==> src/rtl/serial_add_pkg.sv <==
// serial_add_pkg -- shared definitions for the serial-adder scheduler.
//   state_e         : scheduler FSM states (IDLE, LOAD, RUN, RESP)
//   DEF_WIDTH       : default operand/sum width
//   DEF_NREQ        : default number of requesters
//   TIMEOUT_MARGIN  : extra RUN cycles allowed beyond WIDTH before the
//                     watchdog (SERIAL_ADD_SCHED_TIMEOUT_EN) gives up
package serial_add_pkg;

    typedef enum logic [1:0] {
        ST_IDLE = 2'd0,
        ST_LOAD = 2'd1,
        ST_RUN  = 2'd2,
        ST_RESP = 2'd3
    } state_e;

    localparam int DEF_WIDTH      = 4;
    localparam int DEF_NREQ       = 4;
    localparam int TIMEOUT_MARGIN = 4;

endpackage

==> src/rtl/serial_add_sched_if.sv <==
// serial_add_sched_if -- request/response bus of the serial-adder scheduler.
//   req_valid[NREQ]        : pending add per requester
//   req_ready[NREQ]        : one-hot accept strobe (zero when nothing accepted)
//   req_a/req_b[NREQ*WIDTH]: packed operands, requester i at [i*WIDTH +: WIDTH]
//   rsp_valid/rsp_ready    : result handshake
//   rsp_sum/rsp_carry/rsp_id/rsp_err : result payload
// Modports: master = requester side, slave = scheduler side.
interface serial_add_sched_if
    import serial_add_pkg::*;
#(
    parameter int WIDTH = DEF_WIDTH,
    parameter int NREQ  = DEF_NREQ
);
    logic [NREQ-1:0]          req_valid;
    logic [NREQ-1:0]          req_ready;
    logic [NREQ*WIDTH-1:0]    req_a;
    logic [NREQ*WIDTH-1:0]    req_b;
    logic                     rsp_valid;
    logic                     rsp_ready;
    logic [WIDTH-1:0]         rsp_sum;
    logic                     rsp_carry;
    logic [$clog2(NREQ)-1:0]  rsp_id;
    logic                     rsp_err;

    modport master (
        output req_valid, req_a, req_b, rsp_ready,
        input  req_ready, rsp_valid, rsp_sum, rsp_carry, rsp_id, rsp_err
    );

    modport slave (
        input  req_valid, req_a, req_b, rsp_ready,
        output req_ready, rsp_valid, rsp_sum, rsp_carry, rsp_id, rsp_err
    );
endinterface

==> src/rtl/serial_add_sched_rr_arbiter.sv <==
// rr_arbiter -- combinational round-robin grant.
//   req[NREQ]   : request vector
//   ptr[ID_W]   : highest-priority index; search runs upward with wrap-around
//   grant[NREQ] : one-hot grant, zero when no request is pending
module rr_arbiter
    import serial_add_pkg::*;
#(
    parameter int NREQ = DEF_NREQ
) (
    input  logic [NREQ-1:0]         req,
    input  logic [$clog2(NREQ)-1:0] ptr,
    output logic [NREQ-1:0]         grant
);
    localparam int ID_W = $clog2(NREQ);

    logic            found;
    logic [ID_W-1:0] idx;

    always_comb begin
        grant = '0;
        found = 1'b0;
        idx   = '0;
        for (int k = 0; k < NREQ; k++) begin
            idx = ID_W'((int'(ptr) + k) % NREQ);
            if (!found && req[idx]) begin
                grant[idx] = 1'b1;
                found      = 1'b1;
            end
        end
    end
endmodule

==> src/rtl/serial_add_sched.sv <==
// serial_add_sched -- shares one external serial adder among NREQ requesters.
// A round-robin winner is accepted in IDLE, its operands are loaded into the
// adder (LOAD), the adder is clocked until it reports done (RUN), and the
// result is held until the consumer takes it (RESP).
// Ports:
//   clk, rst_n          : clock, asynchronous active-low reset
//   bus (slave)         : request/response bus (serial_add_sched_if)
//   adder_load/enable   : adder control pins (never high together)
//   adder_a/adder_b     : captured operands, held from LOAD through RESP
//   adder_sum/carry/done: adder results
//   busy                : high in every state except IDLE
// Optional build macro: SERIAL_ADD_SCHED_TIMEOUT_EN adds a RUN-state watchdog
// that ends a job with rsp_err=1 after WIDTH+TIMEOUT_MARGIN RUN cycles.
module serial_add_sched
    import serial_add_pkg::*;
#(
    parameter int WIDTH = DEF_WIDTH,
    parameter int NREQ  = DEF_NREQ
) (
    input  logic              clk,
    input  logic              rst_n,
    serial_add_sched_if.slave bus,
    output logic              adder_load,
    output logic              adder_enable,
    output logic [WIDTH-1:0]  adder_a,
    output logic [WIDTH-1:0]  adder_b,
    input  logic [WIDTH-1:0]  adder_sum,
    input  logic              adder_carry,
    input  logic              adder_done,
    output logic              busy
);
    localparam int ID_W = $clog2(NREQ);

    localparam logic [1:0] IDLE = ST_IDLE;
    localparam logic [1:0] LOAD = ST_LOAD;
    localparam logic [1:0] RUN  = ST_RUN;
    localparam logic [1:0] RESP = ST_RESP;

    logic [1:0]       state;
    logic [ID_W-1:0]  rr_ptr;
    logic [ID_W-1:0]  rr_next;
    logic [ID_W-1:0]  id_q;
    logic [WIDTH-1:0] a_q;
    logic [WIDTH-1:0] b_q;
    logic [WIDTH-1:0] sum_q;
    logic             carry_q;

    logic [NREQ-1:0]  grant;
    logic [ID_W-1:0]  grant_idx;
    logic [WIDTH-1:0] sel_a;
    logic [WIDTH-1:0] sel_b;

    rr_arbiter #(.NREQ(NREQ)) u_arb (
        .req   (bus.req_valid),
        .ptr   (rr_ptr),
        .grant (grant)
    );

    // Encode the one-hot grant and pick that requester's operands.
    always_comb begin
        grant_idx = '0;
        sel_a     = '0;
        sel_b     = '0;
        for (int i = 0; i < NREQ; i++) begin
            if (grant[i]) begin
                grant_idx = ID_W'(i);
                sel_a     = bus.req_a[i*WIDTH +: WIDTH];
                sel_b     = bus.req_b[i*WIDTH +: WIDTH];
            end
        end
    end

    // Next pointer is one past the job just completed, wrapping at NREQ.
    assign rr_next = (id_q == ID_W'(NREQ - 1)) ? '0 : id_q + 1'b1;

`ifdef SERIAL_ADD_SCHED_TIMEOUT_EN
    localparam int WD_LAST = WIDTH + TIMEOUT_MARGIN - 1;
    localparam int WD_W    = $clog2(WIDTH + TIMEOUT_MARGIN);

    logic [WD_W-1:0] wd_cnt;
    logic            wd_expired;
    logic            err_q;

    // Counts RUN cycles; cleared whenever the FSM is elsewhere.
    always_ff @(posedge clk or negedge rst_n) begin
        if (!rst_n) begin
            wd_cnt <= '0;
        end else if (state != RUN) begin
            wd_cnt <= '0;
        end else if (!wd_expired) begin
            wd_cnt <= wd_cnt + 1'b1;
        end
    end

    assign wd_expired  = (wd_cnt == WD_W'(WD_LAST));
    assign bus.rsp_err = err_q;
`else
    assign bus.rsp_err = 1'b0;
`endif

    always_ff @(posedge clk or negedge rst_n) begin
        if (!rst_n) begin
            state   <= IDLE;
            rr_ptr  <= '0;
            id_q    <= '0;
            a_q     <= '0;
            b_q     <= '0;
            sum_q   <= '0;
            carry_q <= 1'b0;
`ifdef SERIAL_ADD_SCHED_TIMEOUT_EN
            err_q   <= 1'b0;
`endif
        end else begin
            case (state)
                IDLE: begin
                    if (|bus.req_valid) begin
                        id_q  <= grant_idx;
                        a_q   <= sel_a;
                        b_q   <= sel_b;
                        state <= LOAD;
                    end
                end
                LOAD: begin
                    state <= RUN;
                end
                RUN: begin
                    if (adder_done) begin
                        sum_q   <= adder_sum;
                        carry_q <= adder_carry;
`ifdef SERIAL_ADD_SCHED_TIMEOUT_EN
                        err_q   <= 1'b0;
`endif
                        state   <= RESP;
                    end
`ifdef SERIAL_ADD_SCHED_TIMEOUT_EN
                    // A real completion on the last allowed cycle wins.
                    else if (wd_expired) begin
                        sum_q   <= '0;
                        carry_q <= 1'b0;
                        err_q   <= 1'b1;
                        state   <= RESP;
                    end
`endif
                end
                RESP: begin
                    if (bus.rsp_ready) begin
                        rr_ptr <= rr_next;
                        state  <= IDLE;
                    end
                end
                default: begin
                    state <= IDLE;
                end
            endcase
        end
    end

    // All control outputs decode from state so reset clears them at once.
    assign bus.req_ready = (state == IDLE) ? grant : '0;
    assign bus.rsp_valid = (state == RESP);
    assign bus.rsp_sum   = sum_q;
    assign bus.rsp_carry = carry_q;
    assign bus.rsp_id    = id_q;
    assign adder_load    = (state == LOAD);
    assign adder_enable  = (state == RUN);
    assign adder_a       = a_q;
    assign adder_b       = b_q;
    assign busy          = (state != IDLE);
endmodule

==> src/flat_wrapper.sv <==
// flat-port wrapper written by rule: the top's interface ports become plain ports
module serial_add_sched_flat import serial_add_pkg::*;
#(
    parameter int WIDTH = DEF_WIDTH,
    parameter int NREQ  = DEF_NREQ
)
  (clk, rst_n, adder_load, adder_enable, adder_a, adder_b, adder_sum, adder_carry, adder_done, busy, bus_req_valid, bus_req_a, bus_req_b, bus_rsp_ready, bus_req_ready, bus_rsp_valid, bus_rsp_sum, bus_rsp_carry, bus_rsp_id, bus_rsp_err);
  serial_add_sched_if #(.WIDTH(WIDTH), .NREQ(NREQ)) bus_i ();
  input  logic clk;
  input  logic rst_n;
  output logic adder_load;
  output logic adder_enable;
  output logic [WIDTH-1:0] adder_a;
  output logic [WIDTH-1:0] adder_b;
  input  logic [WIDTH-1:0] adder_sum;
  input  logic adder_carry;
  input  logic adder_done;
  output logic busy;
  input wire logic [$bits(bus_i.req_valid)-1:0] bus_req_valid;
  input wire logic [$bits(bus_i.req_a)-1:0] bus_req_a;
  input wire logic [$bits(bus_i.req_b)-1:0] bus_req_b;
  input wire logic [$bits(bus_i.rsp_ready)-1:0] bus_rsp_ready;
  output wire logic [$bits(bus_i.req_ready)-1:0] bus_req_ready;
  output wire logic [$bits(bus_i.rsp_valid)-1:0] bus_rsp_valid;
  output wire logic [$bits(bus_i.rsp_sum)-1:0] bus_rsp_sum;
  output wire logic [$bits(bus_i.rsp_carry)-1:0] bus_rsp_carry;
  output wire logic [$bits(bus_i.rsp_id)-1:0] bus_rsp_id;
  output wire logic [$bits(bus_i.rsp_err)-1:0] bus_rsp_err;
  assign bus_i.req_valid = bus_req_valid;
  assign bus_i.req_a = bus_req_a;
  assign bus_i.req_b = bus_req_b;
  assign bus_i.rsp_ready = bus_rsp_ready;
  assign bus_req_ready = bus_i.req_ready;
  assign bus_rsp_valid = bus_i.rsp_valid;
  assign bus_rsp_sum = bus_i.rsp_sum;
  assign bus_rsp_carry = bus_i.rsp_carry;
  assign bus_rsp_id = bus_i.rsp_id;
  assign bus_rsp_err = bus_i.rsp_err;
  serial_add_sched #(.WIDTH(WIDTH), .NREQ(NREQ)) u_core (.clk(clk), .rst_n(rst_n), .bus(bus_i), .adder_load(adder_load), .adder_enable(adder_enable), .adder_a(adder_a), .adder_b(adder_b), .adder_sum(adder_sum), .adder_carry(adder_carry), .adder_done(adder_done), .busy(busy));
endmodule
==> config.mk <==
export PLATFORM = sky130hd
export DESIGN_NAME = serial_add_sched_flat
export DESIGN_NICKNAME = d
export VERILOG_FILES = /design/src/rtl/serial_add_pkg.sv /design/src/rtl/serial_add_sched_if.sv /design/src/rtl/serial_add_sched_rr_arbiter.sv /design/src/rtl/serial_add_sched.sv /design/src/flat_wrapper.sv
export SDC_FILE = /design/constraint.sdc
export NUM_CORES = 1
export LEC_CHECK = 0
export CAP_MARGIN = 20
export CORE_MARGIN = 4
export CORE_UTILIZATION = 47
export CTS_BUF_LIST = sky130_fd_sc_hd__clkbuf_16
export CTS_CLUSTER_SIZE = 30
export DETAILED_ROUTE_END_ITERATION = 16
export PLACE_DENSITY = 0.87
export RECOVER_POWER = 100
export SYNTH_ARGS = -nofsm -noshare
export SYNTH_HDL_FRONTEND = slang
export SYNTH_SLANG_ARGS = --single-unit
==> constraint.sdc <==
create_clock -name clk -period 4.4 [get_ports clk]
set_input_delay 0.88 -clock clk [delete_from_list [all_inputs] [get_ports clk]]
set_output_delay 0.88 -clock clk [all_outputs]
set_load 0.02 [all_outputs]
==> out/results.txt <==
outcome = finished clean
crit-path cells = clkdlybuf4s50_1, or3b_1, a2111oi_4, o21ai_1, a31oi_4, dlygate4sd3_1
Die ar. = 0.004545 mm^2
Die Wd = 67.42 um
via count = 1664
root buf cell = clkbuf_16
Final Hold Viols = 0
starting density of the core = 0.4933
Worst Clk Skew = 0.007425 ns
Largest stage delay, worst path = 0.72 ns
Syn-to-layout area delta = 48.19%
PnR worst setup slack = 0.1027 ns
Ports = 69
final max-slew violation count = 0
EDFF count, synth = 0
r2r startpoint = u_core.rr_ptr[1]$_DFFE_PN0P_
Synth area leader = dfrtp_1
vias in the first global route = 1626
# diodes = 0
gp weighted congestion = 0.8023
layout cells sized above 1 = 0.1240
row count = 21
crit path max fanout = 6
vias per inst = 5.778
global-route wire length before repair = 7665 um
DRT Pass-1 Iters = 7
Max-Cap Viols = 0
Most used DFF post-synth = dfrtp_1
CP startpoint = bus_req_valid[3]
#FFs+latches synth = 19
CP arrival = 3.42 ns
RSZ-0062 raised after global routing = false
clk buf depth = 2
critical path's slowest cell = dlygate4sd3_1
most frequent cells after synthesis = 19 x dfrtp_1, 19 x nand4_1, 15 x nand2_1
wire length per cell = 16.86 um
instance count of the mapped netlist = 169
top cell type's share of synthesized area = 0.2866
Mapped Area = 0.001659 mm^2
clock latency at the later pin of the worst-skew pair = 0.25 ns
Slew @ Worst Pin = 0.8930 ns
Avg Inst Size Synth = 9.817 um^2
Setup WS pre-CTS = 0.1057 ns
# H-tree levels = 1
Core Box Area = 0.003363 mm^2
post-synthesis sequential area ratio = 0.2866
Synthesis Warnings = 0
Post-synth ARST share = 1.000
Synth cell types = 40
clock sink count = 19
CP Launch Type = input port
number of DRC markers in iteration 0 = 103
pin count of the biggest net entering global routing = 20
Die Y = 67.42 um
reg2reg setup slack = 1.37 ns
placed wire-length estimate = 3705 um
dominant cells by area after synthesis = dfrtp_1 29%, ha_1 9.0%, nand4_1 7.2%
Overflow after GRT = 0
data required time of the critical path = 3.52 ns
worst hold endpoint = u_core.bus.rsp_sum[3]$_DFFE_PN0P_
Max Fclk = 232.7 MHz
HP Start = u_core.bus.rsp_sum[3]$_DFFE_PN0P_
total track usage = 0.2223
slew margin rel. = 0.4027
Clock transition at path regs = 0.05 ns
worst-case reg-to-reg path depth = 10
residual DRC count = 0
hold_buf cts = 0
Post-Synthesis Net Count = 226
CTS tree = yes
R2R Path End = u_core.adder_a[3]$_DFFE_PN0P_
Design Power = 1.765 mW
fin crit period = 4.297 ns
CP Capture Type = output port
Final TNS setup = 0 ns
Finish-stage setup viols = 0
WS Path Type = input port to output port
total CTS buffers = 3
WL final = 4856 um
post-route ant nets = 0
initial antenna violation count = 0
worst vdd ir = 0.4142 mV
PD cells = 717.9 mW/mm^2
hold crit path type = register to register
PortBufs = 67
Final nets = 300
hold depth = 1
period utilization = 0.9767
Final Core Density = 0.7310
leakage = 1.016 nW
## worst max-delay path: cells and delay by family
kind / cells / cell delay, ns
simple gates: 1 / 0.43
compound gates: 3 / 0.80
buf+inv: 2 / 1.31
## cell usage in the layout (no fill, tap or decap), drive strengths merged, types with 9 or more instances in the layout
| master | netlist | layout |
|---|---|---|
| dfrtp | 19 | 19 |
| nand2 | 15 | 15 |
| dlygate4sd3 | 0 | 23 |
| ha | 12 | 12 |
| buf | 9 | 10 |
| nor2 | 15 | 15 |
| inv | 9 | 9 |
| clkdlybuf4s50 | 0 | 42 |
| a31oi | 9 | 9 |
| nand4 | 19 | 19 |
## worst max-delay path by stage
stage | end | slack [ns] | depth (start not counted)
global placement | bus_req_ready[0] | 0.17 | 6
global route | bus_req_ready[3] | 0.02 | 8
floorplan | bus_req_ready[2] | 0.86 | 7
CTS | bus_req_ready[2] | 0.1 | 7
detailed placement | bus_req_ready[2] | 0.11 | 7
finish | bus_req_ready[0] | 0.10 | 6
## state kept, by name, summed over array words and instances (netlist names)
| name | flops |
|---|---|
| u_core.bus.rsp_carry | 1 |
| u_core.bus.rsp_sum | 4 |
| u_core.state | 2 |
| u_core.adder_b | 4 |
| u_core.rr_ptr | 2 |
| u_core.adder_a | 4 |
| u_core.bus.rsp_id | 2 |
## per-stage QoR
| step | std cells | hold WS (ns) | cell area (um^2) |
|---|---|---|---|
| after floorplan | 169 | 0.5796 | 1659 |
| after global placement | 284 | 0.4849 | 2384 |
| after detailed placement | 284 | 0.4917 | 2384 |
| after CTS | 288 | 0.5040 | 2464 |
| after global routing | 288 | 0.5122 | 2459 |
| final | 288 | 0.4960 | 2459 |
## cells by family (layout without fill, tap and decap cells)
group                    count (synthesis)  after routing  synth area share
AO/OA/AOI/OAI                           46             46            0.2413
adder cells (fa/ha/maj)                 12             12           0.09050
buffers and inverters                   19             92           0.07692
flip-flops                              19             19            0.2866
multiplexers                            10             10            0.1033
other                                    1              1          0.002260
AND/OR/NAND/NOR                         62             62            0.1991
## metal layers
layer / wire length [um] / global-route usage / up-vias
li1: - / - / 797
met1: 2058 / 0.3031 / 766
met2: 2294 / 0.3644 / 87
met3: 375 / 0.02496 / 14
met4: 127 / 0.07595 / 0
met5: 0 / 0 / -
## cell type report
type | instances | area [um^2]
multi-input cells | 131 | 1054
clock inverters | 1 | 5.005
flip-flops and latches | 19 | 475.5
inverters | 9 | 33.78
fillers | 281 | 904.6
clock buffers | 3 | 75.07
well taps | 46 | 57.56
repair buffers | 79 | 758.2
## power breakdown
part	leakage (nW)	internal, mW	switching [mW]
clock network	0.0409	0.122	0.0700
logic	0.750	0.541	0.701
registers	0.225	0.269	0.0616
## what timing repair did
item                       CTS  global route
buffers inserted             0             0
setup endpoints to repair    0             1
resized for setup            0             2
No activity file was read; power rests on OpenSTA's default activity.
